File: config.mk
export PLATFORM = sky130hd
export DESIGN_NAME = uart_deser_par
export DESIGN_NICKNAME = d
export VERILOG_FILES = /design/src/rtl/uart_deser_par.sv
export SDC_FILE = /design/constraint.sdc
export NUM_CORES = 1
export LEC_CHECK = 0
export CAP_MARGIN = 0
export CORE_UTILIZATION = 46
export DETAILED_ROUTE_END_ITERATION = 12
export PLACE_DENSITY = 0.73
export SETUP_SLACK_MARGIN = 0.15
export SYNTH_ARGS = -nofsm -noshare
export SYNTH_HDL_FRONTEND = slang
export SYNTH_SLANG_ARGS = --single-unit
File: constraint.sdc
create_clock -name CLK -period 1.5 [get_ports CLK]
set_clock_uncertainty 0.2 [all_clocks]
set_input_delay 0.3 -clock CLK [delete_from_list [all_inputs] [get_ports CLK]]
set_output_delay 0.3 -clock CLK [all_outputs]
set_load 0.02 [all_outputs]
File: src/rtl/uart_deser_par.sv
// ---------------------------------------------------------------------------
// uart_deser_par
//
// UART frame deserializer with optional parity. It sits behind an oversampling
// front end that has already located the start bit and majority-voted each
// bit cell. It assembles data bits into a word, checks parity and the stop
// bit, and presents the result with a valid/ack handshake.
//
// Parameters
//   DATA_WIDTH : data bits per frame (5..9)
//   MSB_FIRST  : 0 = first received bit lands in P_DATA[0],
//                1 = first received bit lands in P_DATA[DATA_WIDTH-1]
//   PAR_EN     : 1 = one parity bit follows the data bits
//   PAR_TYPE   : 0 = even parity, 1 = odd parity
//
// Ports
//   CLK         in   rising-edge clock (single clock domain)
//   RST         in   synchronous active-high reset
//   start       in   start bit accepted by the sampler (1-cycle pulse)
//   bit_strb    in   sampled_bit is valid this cycle (1-cycle pulse)
//   sampled_bit in   majority-sampled line value
//   abort       in   discard the frame in progress
//   data_ack    in   consumer has taken P_DATA
//   P_DATA      out  last completed frame data
//   data_valid  out  P_DATA holds unacknowledged data
//   par_err     out  parity mismatch on the frame in P_DATA
//   stp_err     out  stop bit was 0 on the frame in P_DATA
//   overrun     out  1-cycle pulse: a completed frame was dropped
//   busy        out  high whenever a frame is in progress
// ---------------------------------------------------------------------------
module uart_deser_par #(
  parameter int DATA_WIDTH = 8,
  parameter int MSB_FIRST  = 0,
  parameter int PAR_EN     = 1,
  parameter int PAR_TYPE   = 0
) (
  input  logic                  CLK,
  input  logic                  RST,
  input  logic                  start,
  input  logic                  bit_strb,
  input  logic                  sampled_bit,
  input  logic                  abort,
  input  logic                  data_ack,
  output logic [DATA_WIDTH-1:0] P_DATA,
  output logic                  data_valid,
  output logic                  par_err,
  output logic                  stp_err,
  output logic                  overrun,
  output logic                  busy
);

  typedef enum logic [1:0] {
    IDLE = 2'd0,
    DATA = 2'd1,
    PAR  = 2'd2,
    STOP = 2'd3
  } state_e;

  // Four bits comfortably count up to the largest legal DATA_WIDTH (9).
  localparam int                CNT_W    = 4;
  localparam logic [CNT_W-1:0]  LAST_CNT = CNT_W'(DATA_WIDTH - 1);
  localparam logic [CNT_W-1:0]  CNT_ONE  = {{(CNT_W-1){1'b0}}, 1'b1};
  localparam logic [CNT_W-1:0]  CNT_ZERO = {CNT_W{1'b0}};
  localparam logic [DATA_WIDTH-1:0] DATA_ZERO = {DATA_WIDTH{1'b0}};
  localparam logic              PAR_ODD  = (PAR_TYPE != 0);
  localparam logic              HAS_PAR  = (PAR_EN != 0);
  localparam logic              MSB_FST  = (MSB_FIRST != 0);

  // Parity error: the XOR over data plus received parity bit must equal the
  // selected parity sense (0 for even, 1 for odd).
  function automatic logic parity_err(input logic [DATA_WIDTH-1:0] data,
                                      input logic                  par_bit,
                                      input logic                  odd);
    return (((^data) ^ par_bit) != odd);
  endfunction

  // Insert one received bit. LSB-first frames enter at the MSB and move
  // right so the first bit ends at bit 0; MSB-first frames do the mirror.
  function automatic logic [DATA_WIDTH-1:0] shift_in(input logic [DATA_WIDTH-1:0] sr,
                                                     input logic                  b,
                                                     input logic                  msb_first);
    logic [DATA_WIDTH-1:0] res;
    if (msb_first) begin
      res = {sr[DATA_WIDTH-2:0], b};
    end else begin
      res = {b, sr[DATA_WIDTH-1:1]};
    end
    return res;
  endfunction

  state_e                state_q, state_d;
  logic [CNT_W-1:0]      cnt_q, cnt_d;
  logic [DATA_WIDTH-1:0] sr_q, sr_d;
  logic                  par_flag_q, par_flag_d;
  logic [DATA_WIDTH-1:0] p_data_q, p_data_d;
  logic                  data_valid_q, data_valid_d;
  logic                  par_err_q, par_err_d;
  logic                  stp_err_q, stp_err_d;
  logic                  overrun_q, overrun_d;
  logic                  busy_q, busy_d;
  logic                  complete_s;

  // Next-state, datapath and output-register computation.
  always_comb begin
    state_d      = state_q;
    cnt_d        = cnt_q;
    sr_d         = sr_q;
    par_flag_d   = par_flag_q;
    p_data_d     = p_data_q;
    data_valid_d = data_valid_q;
    par_err_d    = par_err_q;
    stp_err_d    = stp_err_q;
    overrun_d    = 1'b0;
    complete_s   = 1'b0;

    case (state_q)
      IDLE: begin
        // A strobe coinciding with start belongs to the start bit, not data.
        if (start) begin
          state_d    = DATA;
          cnt_d      = CNT_ZERO;
          sr_d       = DATA_ZERO;
          par_flag_d = 1'b0;
        end else begin
          state_d = IDLE;
        end
      end
      DATA: begin
        if (bit_strb) begin
          sr_d = shift_in(sr_q, sampled_bit, MSB_FST);
          if (cnt_q == LAST_CNT) begin
            cnt_d   = CNT_ZERO;
            state_d = HAS_PAR ? PAR : STOP;
          end else begin
            cnt_d = cnt_q + CNT_ONE;
          end
        end else begin
          state_d = DATA;
        end
      end
      PAR: begin
        if (bit_strb) begin
          par_flag_d = parity_err(sr_q, sampled_bit, PAR_ODD);
          state_d    = STOP;
        end else begin
          state_d = PAR;
        end
      end
      STOP: begin
        if (bit_strb) begin
          complete_s = 1'b1;
          state_d    = IDLE;
        end else begin
          state_d = STOP;
        end
      end
      default: begin
        state_d = IDLE;
      end
    endcase

    // Abort wins over start/strobe; the published result is left alone.
    if (abort) begin
      state_d    = IDLE;
      complete_s = 1'b0;
    end else begin
      complete_s = complete_s;
    end

    // A completed frame is published only if the output slot is free or is
    // being freed this very cycle; otherwise it is dropped and flagged.
    if (complete_s) begin
      if (!data_valid_q || data_ack) begin
        p_data_d     = sr_q;
        par_err_d    = par_flag_q;
        stp_err_d    = !sampled_bit;
        data_valid_d = 1'b1;
      end else begin
        overrun_d = 1'b1;
      end
    end else if (data_ack && data_valid_q) begin
      data_valid_d = 1'b0;
    end else begin
      data_valid_d = data_valid_q;
    end

    busy_d = (state_d != IDLE);
  end

  // State and output registers with synchronous reset.
  always_ff @(posedge CLK) begin
    if (RST) begin
      state_q      <= IDLE;
      cnt_q        <= CNT_ZERO;
      sr_q         <= DATA_ZERO;
      par_flag_q   <= 1'b0;
      p_data_q     <= DATA_ZERO;
      data_valid_q <= 1'b0;
      par_err_q    <= 1'b0;
      stp_err_q    <= 1'b0;
      overrun_q    <= 1'b0;
      busy_q       <= 1'b0;
    end else begin
      state_q      <= state_d;
      cnt_q        <= cnt_d;
      sr_q         <= sr_d;
      par_flag_q   <= par_flag_d;
      p_data_q     <= p_data_d;
      data_valid_q <= data_valid_d;
      par_err_q    <= par_err_d;
      stp_err_q    <= stp_err_d;
      overrun_q    <= overrun_d;
      busy_q       <= busy_d;
    end
  end

  assign P_DATA     = p_data_q;
  assign data_valid = data_valid_q;
  assign par_err    = par_err_q;
  assign stp_err    = stp_err_q;
  assign overrun    = overrun_q;
  assign busy       = busy_q;

endmodule

Word-level counts from Yosys, hierarchy flattened
Cells that the tools add are included.
{ "totals": {"ff_bits": 28, "inputBits": 7, "out_inout_bits": 13} }
{ "classes": {"n_addsub": 1, "eq_ne": 8, "muxes": 24, "bitwise": 2, "n_reduce_logical": 15} }
{ "op_table": {"columns": ["op", "count"], "rows": [
  ["$mux W8", 2],
  ["$pmux W8 S2", 1],
  ["$mux W4", 3],
  ["$mux W1", 11],
  ["$mux W2", 4],
  ["$pmux W2 S4", 1],
  ["$pmux W4 S2", 1],
  ["$reduce_bool A2 Y1", 4],
  ["$reduce_xor A8 Y1", 1],
  ["$ne A2 B2 Y1 const B", 3],
  ["$reduce_and A3 Y1", 2],
  ["$add A4 B1 Y4 const B", 1],
  ["$eq A2 B2 Y1 const B", 2],
  ["$eq A4 B3 Y1 const B", 1],
  ["$reduce_and A2 Y1", 2],
  ["$eq A2 B1 Y1 const B", 1],
  ["$logic_not A1 Y1", 2],
  ["$logic_not A2 Y1", 1],
  ["$ne A2 B1 Y1 const B", 1],
  ["$pmux W1 S2", 1],
  ["$reduce_or A2 Y1", 1],
  ["$logic_and A1 B1 Y1", 1],
  ["$logic_or A1 B1 Y1", 1],
  ["$not A1 Y1", 1],
  ["$xor A1 B1 Y1", 1]
]} }

Logic depth before layout (Yosys ltp)
Gate-level depths: netlist (run 1).
{ "logic_depth": {"depth_word": 6, "mapped_depth": 6, "ltp_nobuf": 5} }

Least setup slack after synthesis (run 1)
Ideal clock, no wire load.
{ "synth_timing": {"path_type": "reg-to-reg", "start": "reg sr_q[3]", "end": "reg par_flag_q", "t_arrival_ns": 1.132, "required_ns": 1.170, "slack_ns": 0.038, "stages_incl_launch_ff": 5, "synth_period_minus_slack_ns": 1.462, "path_cell_list": "dfxtp_1 -> xor2_1 -> xnor3_1 -> xnor2_1 -> o22ai_1"} }
{ "synth_between": {"elab_chain_len": 4} }
{ "synth_lines": {"columns": ["item", "line", "rtl"], "rows": [
  ["start: declaration", "93", "logic [DATA_WIDTH-1:0] sr_q, sr_d;"],
  ["start signal: assignment", "206", "sr_q <= sr_d;"],
  ["$reduce_xor A8 Y1", "74", "return (((^data) ^ par_bit) != odd);"],
  ["$xor A1 B1 Y1", "74", null],
  ["$mux W1", "142", "if (bit_strb) begin"],
  ["$pmux W1 S2", "116", "case (state_q)"],
  ["end signal: assignment", "207", "par_flag_q <= par_flag_d;"],
  ["end: declaration", "94", "logic par_flag_q, par_flag_d;"]
]} }
Every way passes these cells. The select of a mux whose other input is x is not followed.
A chain may end at the register's enable or synchronous reset.

Final worst setup path (run 1)
{ "layout_timing": {"start": "in data_ack", "end": "reg p_data_q[1], in the netlist P_DATA[1]"} }
{ "layout_between": {"elab_chain_len": 2} }
{ "layout_lines": {"columns": ["item", "line", "rtl"], "rows": [
  ["start: declaration", "43", "input logic data_ack,"],
  ["$logic_or A1 B1 Y1", "173", "if (!data_valid_q || data_ack) begin"],
  ["$reduce_and A2 Y1 (no line)", null, null],
  ["end signal: assignment", "208", "p_data_q <= p_data_d;"],
  ["end: declaration", "95", "logic [DATA_WIDTH-1:0] p_data_q, p_data_d;"]
]} }
Every way passes these cells.

==> metrics, run 1 <==
DR vias/cell=5.464; Cells after Synth=134; Non-Filler Instances=211; Final Hold Fails=0; Synth Cell Area=1210 um^2; share of layout cells above drive strength 1=0.5304; worst skew pair latency=330 ps; CP Class=input pin to register; Critical Path RT=1530 ps; MaxCap Viol Count=0; outcome=complete, but fails checks; Chip Height=53.29 um; fin crit share=1.020; crit-path cells=clkdlybuf4s50_1 > nand2b_1 > nor2b_4 > buf_6 > buf_12 > mux2i_4 > nor2_1; vias in the first global route=990; Max Root-Sink Buffers=2; r2r setup slk=-30 ps; Peak Freq=653.3 MHz; Rel. slew slack=0.8149; commonest non-fill, non-tap cell in the layout=buf_4; first-pass GRT wire length=4657 um; CTS Hold Bufs=0; ANT cells=0; most frequent cells in the layout=buf_4, dfxtp_2, nor2_1, buf_6, a21oi_1; final setup violation count=3; Cell Rows=18; Initial Utilization=0.4884; Slowest-stage cell, CP=clkdlybuf4s50_1; Avg Inst Size Synth=9.029 um^2; Worst setup SP type=input pin; hold path startpoint=abort; Buffers & Inverters on Critical Path=3; Worst R2R Path Depth=6; CTS sink count=28; post-synth cell types=33; CTS H-tree lvls=1; Pleak=0.0007745 uW; DRC violations left=0; Power Dens Cells=713.1 nW/um^2; Slew @ Worst Pin=277.7 ps; Routed WL=3066 um; GRT overflow=0; critical path's largest stage delay=440 ps; largest net degree at the start of global routing=21; Final min period=1531 ps; GR Util All Layers=0.2292; Root Buffer=clkbuf_4; reg2reg end=P_DATA[1]; critical path's top delay family=buffers and inverters; CTS tree=built; # IOs=20; final slew viol count=0; antenna violations before repair=0; post-route ant nets=0; CP max FO=6; initial DRC count=42; synthesized net count=142; sequential element share of the synthesized area=0.4633; DR vias=1153; Tot Pwr=1400 uW; Critical Path AT=1560 ps; core region area=2477 um^2; Final WS setup=-30.74 ps; utilization after layout=0.7924; Cell Count Post-Placement=192; synthesized flop and latch total=28; Wirelength per Cell=14.53 um; input/output buffers=19; RSZ-0062 raised after global routing=yes; Hold Path End=state_q[1]; failing checks=negative setup slack; CTS clk-pin slew, worst paths=160 ps; Area Overhead vs Synth=62.25%; final net count=190; DIE AREA=2839 um^2; hpwl dp=1689 um; CTS buffer count=3; synth warn=0; routability cong.=0.8579; worst flop-to-flop path startpoint=state_q[0]; crit end category=register; Pre-Repair DR Iteration Count=4; worst min path class=input pin to register; Die Wd=53.29 um; VDD IR max=0.0006418 V; WHS Path Cells=3
flip-flops by register name, summed over array words and instances, names as in the netlist, 2 cells and up:
name	cells
sr_q	8
state_q	2
cnt_q	4
P_DATA	8
worst reg2reg max path: stages, from the launching register on:
cell and delay (ps):
dfxtp_4 420, nand4b_4 120, nor2b_4 170, buf_6 120
buf_12 120, mux2i_4 230, nor2_1 60
routing by layer:
layer / vias to the layer above / wire length [um] / GRT usage / part of all wire
li1: 571 / - / - / -
met1: 545 / 1421 / 0.3229 / 0.46
met2: 33 / 1496 / 0.3438 / 0.49
met3: 4 / 119 / 0.03161 / 0.039
met4: 0 / 28 / 0.09649 / 0.0091
met5: - / 0 / 0 / 0
cells in the mapped netlist:
master	n	share of area
nor2b_2	1	0.0072
nor2_1	15	0.047
ha_1	1	0.010
clkbuf_1	5	0.016
nor3b_1	1	0.0062
o21a_1	1	0.0062
xor2_1	2	0.014
nand2b_1	3	0.016
nor3_1	4	0.017
and3b_1	1	0.0072
nand3_1	1	0.0041
nand4_1	9	0.047
nor4_1	2	0.010
a211oi_1	2	0.012
xnor3_1	1	0.019
a21boi_0	1	0.0062
mux2i_1	10	0.083
a21o_1	1	0.0062
nand2_1	12	0.037
dfxtp_1	28	0.46
buf_2	2	0.0083
a21oi_1	15	0.062
buf_4	1	0.0062
inv_1	1	0.0031
and2_1	1	0.0052
or3_1	1	0.0052
buf_6	1	0.0093
buf_1	1	0.0031
nand4b_2	1	0.012
xnor2_1	4	0.029
a31oi_1	1	0.0052
o22ai_1	1	0.0052
o21ai_0	3	0.012
cell type report:
type | count | area [um^2]
inverters | 1 | 3.754
clock buffers | 3 | 22.52
clock inverters | 1 | 30.03
well taps | 30 | 37.54
fillers | 139 | 514.2
multi-input cells | 95 | 740.7
flip-flops and latches | 28 | 590.6
repair buffers | 53 | 538.0
what timing repair did:
action	in CTS	in global routing
pin swaps	7	5
buffers inserted	10	3
resized for setup	83	44
gates cloned	2	0
endpoints found under the setup margin	37	38
stage by stage:
| step | cell area [um^2] | setup WS, ps | hold slack, ps | setup TNS, ps |
|---|---|---|---|---|
| 5_1_grt | 1963 | -86.92 | 181.8 | -507.3 |
| 4_1_cts | 1803 | 8.232 | 183.2 | 0 |
| 2_1_floorplan | 1247 | 110.0 | 179.3 | 0 |
| 3_3_place_gp | 1582 | -381.3 | 243.5 | -8382 |
| 3_5_place_dp | 1582 | -405.5 | 248.5 | -8776 |
| 6_report | 1963 | -30.74 | 187.4 | -55.95 |
kinds of logic after synthesis:
| logic type | synth area share |
|---|---|
| AOI/OAI and AO/OA | 0.1158 |
| DFF | 0.4633 |
| and+or+nand+nor | 0.2203 |
| xor gates and xnor gates | 0.06205 |
| muxes | 0.08273 |
| adders and majority gates | 0.01034 |
| buffers and inverters | 0.04550 |
power by group:
part | internal, uW | switching [uW] | total [uW]
Combinational | 83.3 | 69.7 | 153
Sequential | 744 | 5.18 | 749
Clock | 270 | 228 | 498
Total | 1100 | 303 | 1400
worst max-delay path by stage:
| stage | startpoint | end | depth (start not counted) |
|---|---|---|---|
| finish | data_ack | P_DATA[1] | 7 |
| detailed placement | bit_strb | par_flag_q | 5 |
| floorplan | sr_q[5] | par_flag_q | 4 |
| global placement | bit_strb | P_DATA[2] | 6 |
| CTS | sr_q[2] | par_flag_q | 4 |
| global route | state_q[0] | P_DATA[1] | 6 |
(Power assumes the default switching activity.)
==> run 2, diff against run 1 <==
--- a/config.mk
+++ b/config.mk
@@ -6,6 +6,7 @@
 export NUM_CORES = 1
 export LEC_CHECK = 0
 export CAP_MARGIN = 0
+export CORE_MARGIN = 2
 export CORE_UTILIZATION = 46
 export DETAILED_ROUTE_END_ITERATION = 12
 export PLACE_DENSITY = 0.73
==> metrics, run 2 (synthesis gave the netlist of run 1 again) <==
Final min period=1505 ps; Peak Freq=664.5 MHz; first-pass GRT wire length=4968 um; Pleak=0.0007973 uW; WHS Path Cells=3; Crit path depth=5; crit end category=register; final setup violation count=1; Worst R2R Path Depth=6; Max Root-Sink Buffers=2; Die Wd=55.29 um; initial DRC count=40; Wirelength per Cell=17.36 um; routability cong.=0.8088; Area Overhead vs Synth=61.84%; Final Hold Fails=0; vias in the first global route=1062; CTS Hold Bufs=0; fin crit share=1.003; largest net degree at the start of global routing=22; Power Dens Cells=727.6 nW/um^2; final slew viol count=0; worst skew pair latency=350 ps; utilization after layout=0.7904; CP Class=input pin to register; Chip Height=55.29 um; critical path's largest stage delay=500 ps; input/output buffers=19; Slew @ Worst Pin=314.9 ps; Buffers & Inverters on Critical Path=1; final net count=189; Root Buffer=clkbuf_4; MaxCap Viol Count=0; post-route ant nets=0; antenna violations before repair=0; DR vias/cell=5.800; crit-path cells=clkdlybuf4s50_1 > xnor2_1 > xnor3_1 > xnor2_1 > o22ai_1; DP Worst Slack=-440.4 ps; CTS sink count=28; Worst setup SP type=input pin; failing checks=negative setup slack; worst min path class=input pin to register; Critical Path RT=1560 ps; Initial Utilization=0.4884; hpwl dp=1853 um; CTS clk-pin slew, worst paths=170 ps; DR vias=1218; DRC violations left=0; Routed WL=3646 um; # IOs=20; Tot Pwr=1425 uW; commonest non-fill, non-tap cell in the layout=buf_4; outcome=complete, but fails checks; Cell Rows=18; cell mode on critical path=xnor2_1; CTS buffer count=3; core region area=2477 um^2; critical path's top delay family=XOR/XNOR gates; r2r setup slk=20 ps; Slowest-stage cell, CP=clkdlybuf4s50_1; Critical Path AT=1560 ps; RSZ-0062 raised after global routing=yes; ANT cells=0; Rel. slew slack=0.7901; CTS tree=built; CP max FO=2; DIE AREA=3056 um^2; VDD IR max=0.0006011 V; Final WS setup=-4.947 ps; GRT overflow=0; Pre-Repair DR Iteration Count=5; share of layout cells above drive strength 1=0.5222; GR Util All Layers=0.2025; CTS H-tree lvls=1; most frequent cells in the layout=buf_4, dfxtp_2, buf_6, a21oi_1, nor2_1
==> run 2: changes by cell type in the layout (fill, tap and decap cells not counted), sizes merged <==
| cell | before | now |
|---|---|---|
| buf | 47 | 45 |
| clkbuf | 3 | 4 |
| clkdlybuf4s50 | 4 | 2 |
| dlymetal6s2s | 0 | 2 |
==> run 2: routing by layer <==
metal	vias to the layer above	track usage	wire, um	share of wire
met5	-	0	0	0
met4	0	0.08362	102	0.028
met3	13	0.04918	251	0.069
met2	62	0.3248	1829	0.50
met1	582	0.2600	1464	0.40
li1	561	-	-	-
==> run 2: power by group <==
group,switching [uW],internal (uW)
sequential,5.02,742
clock,256,271
combinational,74.1,77.3
total,335,1090
==> run 2: metrics by stage <==
stage	hold WS (ps)	area (um^2)	TNS, ps	cells
finish	150.4	1958	-4.947	210
global route	164.9	1958	-108.6	210
CTS	173.4	1739	-31.22	202
detailed placement	246.9	1582	-9629	192
global placement	243.3	1582	-8467	192
floorplan	179.3	1247	0	134
==> run 2: layout make-up <==
type | instances | area, um^2
Timing Repair Buffer | 52 | 526.8
Clock inverter | 1 | 30.03
Clock buffer | 3 | 22.52
Tap cell | 30 | 37.54
Inverter | 1 | 3.754
Fill cell | 156 | 519.2
Sequential cell | 28 | 594.3
Multi-Input combinational cell | 95 | 743.2
==> run 2: worst reg2reg max path, delay by kind of cell, from the launching register on <==
kind	cells	cell delay, ps
mux	1	200
buf+inv	2	230
flops	1	420
simple gates	3	320
==> run 2: final timing paths <==
check                                 start    endpoint
worst max-delay path            sampled_bit  par_flag_q
worst max register to register   state_q[0]   P_DATA[6]
worst min register to register     cnt_q[3]    cnt_q[3]
worst min-delay path                  abort  state_q[1]
==> run 2: timing repair <==
| item | in CTS | in global routing |
|---|---|---|
| pin swaps | 3 | 9 |
| endpoints found under the setup margin | 37 | 38 |
| buffers inserted | 5 | 7 |
| resized for setup | 85 | 47 |
| gates cloned | 1 | 1 |
